**config.mk**
```make
export PLATFORM = sky130hd
export DESIGN_NAME = dac7611_rx_flat
export DESIGN_NICKNAME = d
export VERILOG_FILES = /design/src/rtl/dac7611_rx_if.sv /design/src/rtl/dac7611_rx.sv /design/src/flat_wrapper.sv
export SDC_FILE = /design/constraint.sdc
export NUM_CORES = 1
export LEC_CHECK = 0
export CAP_MARGIN = 40
export CORE_AREA = 8 8 78 94
export DETAILED_ROUTE_END_ITERATION = 12
export DIE_AREA = 0 0 86 102
export HOLD_SLACK_MARGIN = 0.1
export PLACE_DENSITY = 0.69
export SYNTH_ARGS = -nofsm -noshare
export SYNTH_HDL_FRONTEND = slang
export SYNTH_SLANG_ARGS = --single-unit
export TNS_END_PERCENT = 30
```
**constraint.sdc**
```tcl
create_clock -name clk -period 3.8 [get_ports clk]
set_clock_uncertainty 0.2 [all_clocks]
set_input_delay 0.76 -clock clk [delete_from_list [all_inputs] [get_ports clk]]
set_output_delay 0.76 -clock clk [all_outputs]
set_load 0.03 [all_outputs]
```
**src/rtl/dac7611_rx_if.sv**
```systemverilog
// Pin and result bundle for the DAC7611 serial receiver.
// master drives the DAC7611 pins, slave is the receiver.
interface dac7611_rx_if #(
    parameter int WIDTH = 12
);
    logic             DAC_CLK;
    logic             CS;
    logic             SDI;
    logic             LD;
    logic             CLR;
    logic [WIDTH-1:0] rx_word;
    logic             rx_valid;
    logic [WIDTH-1:0] dac_value;
    logic             load_pulse;
    logic             clr_pulse;
    logic             err_short;
    logic             err_long;
    logic             busy;

    modport master (
        output DAC_CLK, CS, SDI, LD, CLR,
        input  rx_word, rx_valid, dac_value, load_pulse, clr_pulse,
               err_short, err_long, busy
    );

    modport slave (
        input  DAC_CLK, CS, SDI, LD, CLR,
        output rx_word, rx_valid, dac_value, load_pulse, clr_pulse,
               err_short, err_long, busy
    );
endinterface

```
**src/rtl/dac7611_rx.sv**
```systemverilog
// Oversampling receiver that rebuilds the DAC7611 input and DAC registers.
// Define DAC7611_RX_SYNC_EN for a 2-stage pin synchronizer (default 1 stage).
//
// state | meaning
// IDLE  | CS high, waiting for a frame to start
// SHIFT | CS low, shifting SDI on each DAC_CLK rising edge
module dac7611_rx #(
    parameter int WIDTH = 12
) (
    input  logic         clk,
    input  logic         reset,
    dac7611_rx_if.slave  bus
);
`ifdef DAC7611_RX_SYNC_EN
    localparam int N = 2;
`else
    localparam int N = 1;
`endif
    // pin vector order {DAC_CLK, CS, SDI, LD, CLR}; idle levels avoid edges out of reset
    localparam logic [4:0] PIN_IDLE = 5'b01011;
    localparam logic [4:0] CNT_W    = 5'(WIDTH);
    localparam logic [4:0] CNT_MAX  = 5'd31;

    typedef enum logic {IDLE, SHIFT} state_t;

    logic [4:0]       sync_q [N];
    logic [4:0]       prev_q;
    logic [4:0]       pins;
    logic [4:0]       s;
    logic             s_dac_clk, s_cs, s_sdi, s_ld, s_clr;
    logic             dclk_rise, cs_fall, cs_rise, ld_fall, clr_fall;

    state_t           state;
    logic [WIDTH-1:0] sr;
    logic [4:0]       cnt;
    logic [WIDTH-1:0] rx_word_q;
    logic [WIDTH-1:0] dac_value_q;
    logic             rx_valid_q, load_pulse_q, clr_pulse_q;
    logic             err_short_q, err_long_q, busy_q;

    assign pins = {bus.DAC_CLK, bus.CS, bus.SDI, bus.LD, bus.CLR};
    assign s    = sync_q[N-1];

    assign s_dac_clk = s[4];
    assign s_cs      = s[3];
    assign s_sdi     = s[2];
    assign s_ld      = s[1];
    assign s_clr     = s[0];

    assign dclk_rise = s_dac_clk & ~prev_q[4];
    assign cs_fall   = ~s_cs & prev_q[3];
    assign cs_rise   = s_cs & ~prev_q[3];
    assign ld_fall   = ~s_ld & prev_q[1];
    assign clr_fall  = ~s_clr & prev_q[0];

    always_ff @(posedge clk or posedge reset) begin
        if (reset) begin
            for (int i = 0; i < N; i++) sync_q[i] <= PIN_IDLE;
            prev_q <= PIN_IDLE;
        end else begin
            sync_q[0] <= pins;
            for (int i = 1; i < N; i++) sync_q[i] <= sync_q[i-1];
            prev_q <= s;
        end
    end

    always_ff @(posedge clk or posedge reset) begin
        if (reset) begin
            state        <= IDLE;
            sr           <= '0;
            cnt          <= '0;
            rx_word_q    <= '0;
            dac_value_q  <= '0;
            rx_valid_q   <= 1'b0;
            load_pulse_q <= 1'b0;
            clr_pulse_q  <= 1'b0;
            err_short_q  <= 1'b0;
            err_long_q   <= 1'b0;
            busy_q       <= 1'b0;
        end else begin
            rx_valid_q   <= 1'b0;
            err_short_q  <= 1'b0;
            err_long_q   <= 1'b0;
            load_pulse_q <= ld_fall;
            clr_pulse_q  <= clr_fall;

            case (state)
                IDLE: begin
                    if (cs_fall) begin
                        cnt    <= '0;
                        sr     <= '0;
                        state  <= SHIFT;
                        busy_q <= 1'b1;
                    end
                end
                SHIFT: begin
                    // a clock edge seen together with CS rising is dropped
                    if (cs_rise) begin
                        state  <= IDLE;
                        busy_q <= 1'b0;
                        if (cnt >= CNT_W) begin
                            rx_word_q  <= sr;
                            rx_valid_q <= 1'b1;
                            err_long_q <= (cnt != CNT_W);
                        end else begin
                            err_short_q <= 1'b1;
                        end
                    end else if (dclk_rise && !s_cs) begin
                        sr <= {sr[WIDTH-2:0], s_sdi};
                        if (cnt != CNT_MAX) cnt <= cnt + 5'd1;
                    end
                end
                default: begin
                    state  <= IDLE;
                    busy_q <= 1'b0;
                end
            endcase

            // CLR wins over LD and over a completing frame
            if (!s_clr) begin
                rx_word_q   <= '0;
                dac_value_q <= '0;
            end else if (!s_ld) begin
                dac_value_q <= rx_word_q;
            end
        end
    end

    assign bus.rx_word    = rx_word_q;
    assign bus.rx_valid   = rx_valid_q;
    assign bus.dac_value  = dac_value_q;
    assign bus.load_pulse = load_pulse_q;
    assign bus.clr_pulse  = clr_pulse_q;
    assign bus.err_short  = err_short_q;
    assign bus.err_long   = err_long_q;
    assign bus.busy       = busy_q;
endmodule
```
**src/flat_wrapper.sv**
```systemverilog
// flat-port wrapper written by rule: the top's interface ports become plain ports
module dac7611_rx_flat 
#(
    parameter int WIDTH = 12
)
  (clk, reset, bus_DAC_CLK, bus_CS, bus_SDI, bus_LD, bus_CLR, bus_rx_word, bus_rx_valid, bus_dac_value, bus_load_pulse, bus_clr_pulse, bus_err_short, bus_err_long, bus_busy);
  dac7611_rx_if #(.WIDTH(WIDTH)) bus_i ();
  input  logic clk;
  input  logic reset;
  input wire logic [$bits(bus_i.DAC_CLK)-1:0] bus_DAC_CLK;
  input wire logic [$bits(bus_i.CS)-1:0] bus_CS;
  input wire logic [$bits(bus_i.SDI)-1:0] bus_SDI;
  input wire logic [$bits(bus_i.LD)-1:0] bus_LD;
  input wire logic [$bits(bus_i.CLR)-1:0] bus_CLR;
  output wire logic [$bits(bus_i.rx_word)-1:0] bus_rx_word;
  output wire logic [$bits(bus_i.rx_valid)-1:0] bus_rx_valid;
  output wire logic [$bits(bus_i.dac_value)-1:0] bus_dac_value;
  output wire logic [$bits(bus_i.load_pulse)-1:0] bus_load_pulse;
  output wire logic [$bits(bus_i.clr_pulse)-1:0] bus_clr_pulse;
  output wire logic [$bits(bus_i.err_short)-1:0] bus_err_short;
  output wire logic [$bits(bus_i.err_long)-1:0] bus_err_long;
  output wire logic [$bits(bus_i.busy)-1:0] bus_busy;
  assign bus_i.DAC_CLK = bus_DAC_CLK;
  assign bus_i.CS = bus_CS;
  assign bus_i.SDI = bus_SDI;
  assign bus_i.LD = bus_LD;
  assign bus_i.CLR = bus_CLR;
  assign bus_rx_word = bus_i.rx_word;
  assign bus_rx_valid = bus_i.rx_valid;
  assign bus_dac_value = bus_i.dac_value;
  assign bus_load_pulse = bus_i.load_pulse;
  assign bus_clr_pulse = bus_i.clr_pulse;
  assign bus_err_short = bus_i.err_short;
  assign bus_err_long = bus_i.err_long;
  assign bus_busy = bus_i.busy;
  dac7611_rx #(.WIDTH(WIDTH)) u_core (.clk(clk), .reset(reset), .bus(bus_i));
endmodule
```
## Word level (Yosys, flattened, before mapping)

Index checks and enable logic that the tools add are counted.

| operators by class | value |
|---|---|
| add/sub/neg operators | 1 |
| $lt $le $gt $ge | 1 |
| equality and inequality tests | 11 |
| mux-type cells | 30 |
| bitwise gates (word level) | 11 |
| reductions and logical operators | 6 |

Operator list:

| operator | number |
|---|---|
| two-way mux 12 bit | 9 |
| one-hot mux 12 bit (2 select lines) | 1 |
| two-way mux 5 bit | 4 |
| != test 2 bit (second input constant) | 7 |
| two-way mux 1 bit | 13 |
| one-hot mux 5 bit (2 select lines) | 1 |
| NOT 1 bit | 6 |
| AND reduction 3 bit | 2 |
| adder 5 x 1 -> 5 bit (second input constant) | 1 |
| bitwise AND 1 bit | 5 |
| >= comparator 5 x 4 -> 1 bit (second input constant) | 1 |
| != test 5 x 4 -> 1 bit (second input constant) | 1 |
| != test 5 bit (second input constant) | 1 |
| != test 2 x 1 -> 1 bit (second input constant) | 2 |
| one-hot mux 1 bit (2 select lines) | 2 |
| AND reduction 4 bit | 1 |
| AND reduction 2 bit | 1 |
| logical AND 1 bit | 1 |
| zero test 1 bit | 1 |

| word-level totals | value |
|---|---|
| bits in registers | 58 |
| output and inout port bits | 30 |
| logic and storage cells | 73 |

## Logic depth before layout (Yosys ltp)

Gate-level depths: netlist of the first run.

| logic depth | value |
|---|---|
| word-level depth | 6 |
| gate-level depth with buffers | 7 |
| mapped depth without buffers | 6 |

## Least setup slack after synthesis of the first run

No wires, ideal clock.

| timing path | value |
|---|---|
| path type | register to register |
| start point | register u_core.cnt[0] |
| end point | register u_core.cnt[2] |
| library setup time | 0.076 ns |
| data arrival time | 1.792 ns |
| required time | 3.524 ns |
| slack | 1.732 ns |
| cell stages (with the launch flop) | 8 |
| buffers on the path | 1 |
| path through | dfrtp_1 > ha_1 > and3_1 > ha_1 > nand4bb_1 > buf_2 > or4b_1 > o21ai_1 |

| between the ends | value |
|---|---|
| longest elaborated chain between the ends | 5 |

Ends and longest elaborated chain:

| item | line | source |
|---|---|---|
| from (decl) | dac7611_rx.sv:35 | `logic [4:0] cnt;` |
| from (signal assigned) | dac7611_rx.sv:110 | `if (cnt != CNT_MAX) cnt <= cnt + 5'd1;` |
| adder 5 x 1 -> 5 bit | dac7611_rx.sv:110 |  |
| two-way mux 5 bit | dac7611_rx.sv:110 |  |
| two-way mux 5 bit | dac7611_rx.sv:108 | `end else if (dclk_rise && !s_cs) begin` |
| two-way mux 5 bit | dac7611_rx.sv:98 | `if (cs_rise) begin` |
| one-hot mux 5 bit (2 select lines) | dac7611_rx.sv:87 | `case (state)` |

Parallel ways exist; a longest one is shown, timed or not. The select of a mux whose other input is x is not followed.
A chain may end at the register's enable or synchronous reset.

## Worst setup path in the final report of the first run

Same ends and word-level chain as after synthesis.

==> results of run 1 <==
synthesized netlist by cell type (2+ instances only):
| cell | number | area [µm²] |
|---|---|---|
| dfrtp_1 | 51 | 1280 |
| nand2_1 | 27 | 101 |
| mux2i_1 | 24 | 240 |
| nor2b_1 | 15 | 93.8 |
| a22o_1 | 12 | 105 |
| dfstp_2 | 6 | 158 |
| inv_1 | 6 | 22.5 |
| buf_2 | 5 | 25.0 |
| clkbuf_1 | 4 | 15.0 |
| nor2_1 | 4 | 15.0 |
| buf_6 | 3 | 33.8 |
| ha_1 | 3 | 37.5 |
| nand4b_1 | 2 | 17.5 |
| o211ai_1 | 2 | 15.0 |
worst max path at each step:
stage,start,to,cells past startpoint
after global routing,u_core.cnt[0],u_core.cnt[2],6
after floorplan,reset,u_core.bus.busy,1
after CTS,u_core.bus.rx_word[3],bus_rx_word[3],1
after detailed placement,u_core.cnt[0],u_core.cnt[2],6
final,u_core.cnt[0],u_core.cnt[2],6
after global placement,u_core.cnt[0],u_core.cnt[2],6
layout make-up:
class	instances	share of cell area, %
sequential	57	48.5
inverter	6	0.762
timing repair buffer	38	12.7
multi-input combinational	111	27.4
clock buffer	10	4.32
clock inverter	6	2.79
tap	82	3.47
stage by stage:
step	area (µm²)	setup WS [ns]	hold slack [ns]	util, %	std cells
after floorplan	2360	1.45	0.152	-	187
after global placement	2750	1.56	0.207	46.9	294
after detailed placement	2750	1.43	0.206	46.9	294
after CTS	2960	1.42	0.220	50.5	310
after global routing	2960	1.30	0.231	50.5	310
final	2960	1.42	0.216	50.5	310
power groups by stage:
stage	sequential [mW]	combinational (mW)	clock [mW]
global route	0.677	0.110	0.648
detailed placement	0.681	0.0981	0
floorplan	0.670	0.0767	0
CTS	0.671	0.0996	0.615
global placement	0.680	0.0926	0
finish	0.671	0.0968	0.601
flip-flops by register name, summed over array words and instances, names as in the netlist:
signal	cells
u_core.bus.load_pulse	1
u_core.cnt	5
u_core.bus.rx_valid	1
u_core.bus.err_long	1
u_core.bus.err_short	1
u_core.s	5
u_core.sr	12
u_core.bus.rx_word	12
u_core.bus.dac_value	12
u_core.prev_q	4
u_core.bus.busy	1
u_core.state	1
u_core.bus.clr_pulse	1
logic make-up after synthesis:
logic type	synth area share [%]
adder cells (fa/ha/maj)	1.59
AO/OA/AOI/OAI	8.90
AND/OR/NAND/NOR	13.7
multiplexers	10.2
flip-flops	60.7
buffers and inverters	4.93
per-layer routing:
layer	vias to the layer above	global-route usage, %	part of all wire (%)
met5	-	0	0
met4	0	4.46	1.5
met3	7	4.26	6.8
met2	34	16.7	48
met1	731	12.1	44
li1	717	-	-
==> run_results.csv, run 1 <==
group,metric,value,unit
routing,vias_per_cell,4.80,
floorplan,coreArea,0.00586,mm²
place,dp_hpwl,2.90,mm
final_layout,final_common_cell,"dfrtp_1",
pwr,ir_drop,0.183,mV
timing,fmax,420,MHz
cts,cts_tree,"yes",
logic_synthesis,synth.net_count,197,
final_layout,fin_nets,233,
pwr,p_int,1.05,mW
worst_setup_path,end_kind,"register",
timing,fin_crit,2.38,ns
timing,relSlewSlack,46.3,%
worst_setup_path,cpPeakStageDelay,0.59,ns
cts,cts_max_level,3,
final_layout,fillers,517,
cts,cts.sinks,57,
min_path,hold_path_startpoint,"u_core.s[4]",
pwr,seqPwrFrac,49.0,%
cts,cts_root_buf,"clkbuf_8",
worst_setup_path,timing.critical_path.buf_inv,0,
pwr,pwr-share-comb,7.1,%
place,portBuffers,36,
status,status,"completed",
timing,setup_viol,0,
global_route,grt_max_degree,39,
logic_synthesis,async_flop_share,100,%
final_layout,multi_input_area,811,µm²
worst_setup_path,r2r-start,"u_core.cnt[0]",
logic_synthesis,synth_cell_types,37,
logic_synthesis,synth_ff_type,"dfrtp_1",
pwr,powerDensity,463,mW/mm²
final_layout,drive_gt1_share,12.3,%
final_layout,seq_area,0.00143,mm²
pwr,power.total,1.37,mW
worst_setup_path,crit_required,3.86,ns
worst_setup_path,critPathKind,"reg -> reg",
routing,drt.antenna.violating_nets,0,
cts,clock_latency,0.33,ns
logic_synthesis,synth-seq-cells,57,
worst_setup_path,critical_path.max_fanout,10,
global_route,antenna_found_initial,0,
routing,drtIter0Drc,94,
timing,tns,0,ns
cts,numCtsBuffers,9,
final_layout,areaGrowthSynthToFinish,25.2,%
logic_synthesis,synth_edf_count,0,
worst_setup_path,path_common_cell,"ha_1",
min_path,hold_path_depth,0,
logic_synthesis,syn_area,0.00236,mm²
routing,drc,0,
routing,firstDrtPassIters,4,
worst_setup_path,critPathTopFamily,"simple AND/OR/NAND/NOR gates",
place,globalplace.congestion,0.777,
routing,drt_wl_total,4.24,mm
global_route,grt_pass1_vias,1503,
routing,vias,1489,
worst_setup_path,rr_worst_depth,6,
floorplan,start_util,40.3,%
job,max_cap_violations,0,
final_layout,final_cell_mix,"51 x dfrtp_1, 36 x clkdlybuf4s50_1, 27 x nand2_1",
pwr,p_sw_share,23.6,%
timing,rsz0062_at_grt,"no",
worst_setup_path,crit_arrival,2.44,ns
logic_synthesis,seq_area_frac_synth,60.7,%
routing,wl_per_cell,13.7,µm
cts,post-cts-setup-buffer-count,0,
cts,post_cts_resized,0,
floorplan,dieArea,0.00877,mm²
cts,cts_buffer_depth,2,
min_path,min_to,"u_core.prev_q[4]",
timing,slew_viol_final,0,
worst_setup_path,start_kind,"register",
floorplan,die_w,86,µm
logic_synthesis,postSynthAreaPerCell,12.6,µm²
worst_setup_path,reg2reg_setup_slack,1.42,ns
pwr,leakagePower,1.29,nW
timing,fin_crit_sh,62.7,%
global_route,grt_pass1_wl,7.18,mm
timing,report.final.hold_viol_count,0,
floorplan,num_rows,31,
global_route,track_usage,10.5,%
global_route,overflow,0,
logic_synthesis,synth_cells,187,
min_path,hp-class,"reg -> reg",
worst_setup_path,rr_endpoint,"u_core.cnt[2]",
logic_synthesis,synth_warnings,0,
final_layout,diodes,0,
cts,hold_buffers,0,
worst_setup_path,path_cells,"ha_1, and3_1, ha_1, nand4bb_1, or4b_1, o21ai_1",
timing,tightest_slew,0.806,ns
worst_setup_path,crit_path_top_delay_cell,"or4b_1",
floorplan,ioPinCount,37,
pwr,p_switching,323,µW
floorplan,die_y,102,µm
pwr,p_clk_share,43.9,%
cts,clk_pin_slew,0.06,ns
(Power assumes the default switching activity.)
==> run 2, diff against run 1 <==
- clock period: 3.8 -> 2.28 ns (I/O delays scaled with it)
==> run 2 against run 1 <==
Effect of this change: sequential share of layout area shrank 0.23 points; critical path depth grew 1; global-route usage shrank 0.30 points; sequential power grew 65%; routed wire length shrank 1.1%; combinational power grew 84%; total power grew 61%; count of clock-buffer cells in the layout grew 1; register-to-register slack lost 1.2 ns; first-iteration DRC count grew 3.2%; cell count grew 0.65%; critical path type unchanged; largest cell class unchanged; largest power group unchanged; highest routed layer unchanged.
==> run_results.csv, run 2 (synthesis results as in run 1) <==
group,metric,value,unit
final_layout,final_common_cell,"dfrtp_1",
worst_setup_path,r2r-start,"u_core.cnt[1]",
final_layout,areaGrowthSynthToFinish,25.8,%
pwr,p_clk_share,41.5,%
routing,routed-wl-met3,248,µm
global_route,grt_max_degree,58,
place,dp.cells,296,
routing,wl_per_cell,13.4,µm
cts,numCtsBuffers,9,
status,status,"completed",
final_layout,drive_gt1_share,13.0,%
final_layout,final_cell_mix,"51 x dfrtp_1, 36 x clkdlybuf4s50_1, 27 x nand2_1",
floorplan,die_w,86,µm
pwr,leakagePower,1.30,nW
cts,cts_max_level,3,
final_layout,fillers,515,
worst_setup_path,cpPeakStageDelay,0.44,ns
worst_setup_path,path_common_cell,"ha_1",
place,globalplace.congestion,0.729,
timing,tightest_slew,0.589,ns
cts,cts_tree,"yes",
cts,cts_root_buf,"clkbuf_8",
global_route,grt_pass1_vias,1500,
cts,cts_buffer_depth,2,
worst_setup_path,rr_endpoint,"u_core.cnt[1]",
pwr,power.total,2.21,mW
floorplan,ioPinCount,37,
final_layout,fin_cells,312,
timing,tns,0,ns
routing,vias,1496,
cts,post_cts_resized,0,
worst_setup_path,start_kind,"register",
global_route,antenna_found_initial,0,
final_layout,fin_nets,235,
pwr,p_sw_share,24.1,%
cts,post-cts-setup-buffer-count,0,
worst_setup_path,end_kind,"register",
timing,rsz0062_at_grt,"no",
place,portBuffers,36,
job,max_cap_violations,0,
routing,drt_wl_total,4.19,mm
global_route,overflow,0,
pwr,powerDensity,743,mW/mm²
routing,highest_layer,"met4",
min_path,hold_path_depth,0,
min_path,hp-class,"reg -> reg",
floorplan,coreArea,0.00586,mm²
worst_setup_path,critPathKind,"reg -> reg",
pwr,p_switching,533,µW
timing,report.final.hold_viol_count,0,
worst_setup_path,crit_arrival,2.08,ns
place,dp_hpwl,2.73,mm
pwr,p_int,1.67,mW
floorplan,num_rows,31,
cts,hold_buffers,0,
routing,drt.antenna.violating_nets,0,
min_path,min_to,"u_core.prev_q[4]",
routing,firstDrtPassIters,4,
timing,fin_crit_sh,90.9,%
routing,drtIter0Drc,97,
floorplan,dieArea,0.00877,mm²
timing,setup_viol,0,
final_layout,diodes,0,
worst_setup_path,reg2reg_setup_slack,0.21,ns
timing,fin_hold_ws,0.226,ns
pwr,pwr-share-comb,8.1,%
worst_setup_path,crit_path_top_delay_cell,"dfrtp_1",
worst_setup_path,startpoint,"u_core.cnt[1]",
worst_setup_path,rr_worst_depth,7,
timing,fmax,482,MHz
worst_setup_path,path_cells,"ha_1, and3_1, ha_1, nand4bb_1, buf_4, o211a_1, a221o_1",
floorplan,die_y,102,µm
routing,wl_met1,1.86,mm
timing,relSlewSlack,60.7,%
worst_setup_path,critical_path.max_fanout,9,
global_route,track_usage,10.2,%
routing,vias_per_cell,4.79,
min_path,hold_path_startpoint,"u_core.s[4]",
pwr,ir_drop,0.301,mV
cts,clk_pin_slew,0.06,ns
timing,slew_viol_final,0,
cts,cts.sinks,57,
worst_setup_path,crit_required,2.29,ns
pwr,seqPwrFrac,50.4,%
floorplan,start_util,40.3,%
timing,fin_crit,2.07,ns
routing,drc,0,
global_route,grt_pass1_wl,6.92,mm
routing,route.met2.wl,1.99,mm
cts,clock_latency,0.33,ns
## run 2: power by group through the flow
stage | Combinational [mW] | Sequential [mW] | Clock, mW
after floorplan | 0.128 | 1.12 | 0
after global placement | 0.177 | 1.13 | 0
after detailed placement | 0.181 | 1.13 | 0
after CTS | 0.181 | 1.11 | 0.952
after global routing | 0.200 | 1.12 | 0.991
final | 0.178 | 1.11 | 0.916
## run 2: metal layers
metal | vias to the layer above | global-route usage [%]
li1 | 720 | -
met1 | 736 | 11.3
met2 | 32 | 16.1
met3 | 8 | 4.10
met4 | 0 | 5.68
met5 | - | 0
## run 2: layout make-up
type | count | area [µm²] | share of cell area (%)
timing repair buffer | 40 | 403 | 13.6
sequential | 57 | 1430 | 48.3
multi-input combinational | 111 | 811 | 27.3
clock inverter | 5 | 55.1 | 1.85
clock buffer | 11 | 141 | 4.76
tap | 82 | 103 | 3.46
inverter | 6 | 22.5 | 0.759
## run 2: worst max-delay path by stage
| stage | end | slack, ns | depth (start not counted) |
|---|---|---|---|
| CTS | bus_rx_word[8] | 0.20 | 1 |
| global route | u_core.cnt[4] | 0.03 | 6 |
| floorplan | u_core.cnt[2] | 0.21 | 7 |
| detailed placement | u_core.cnt[1] | 0.22 | 7 |
| finish | u_core.cnt[1] | 0.21 | 7 |
| global placement | u_core.cnt[1] | 0.28 | 7 |
## run 2: stage by stage
stage / area (µm²) / util [%] / worst slack, ns
floorplan: 2360 / - / 0.212
global placement: 2770 / 47.3 / 0.278
detailed placement: 2770 / 47.3 / 0.223
CTS: 2970 / 50.7 / 0.201
global route: 2970 / 50.7 / 0.0301
finish: 2970 / 50.7 / 0.207
## run 2: critical path: cells and delay by family, from the launching register on
kind | cells | cell delay [ns]
AO/OA/AOI/OAI | 2 | 0.39
flip-flops | 1 | 0.44
adder cells (fa/ha/maj) | 2 | 0.38
buffers and inverters | 1 | 0.19
AND/OR/NAND/NOR | 2 | 0.36
==> run 3, diff against run 2 <==
- CAP_MARGIN: 40 -> default
==> results of run 3 <==
No change in the layout: final DEF, timing and power equal those of run 2.
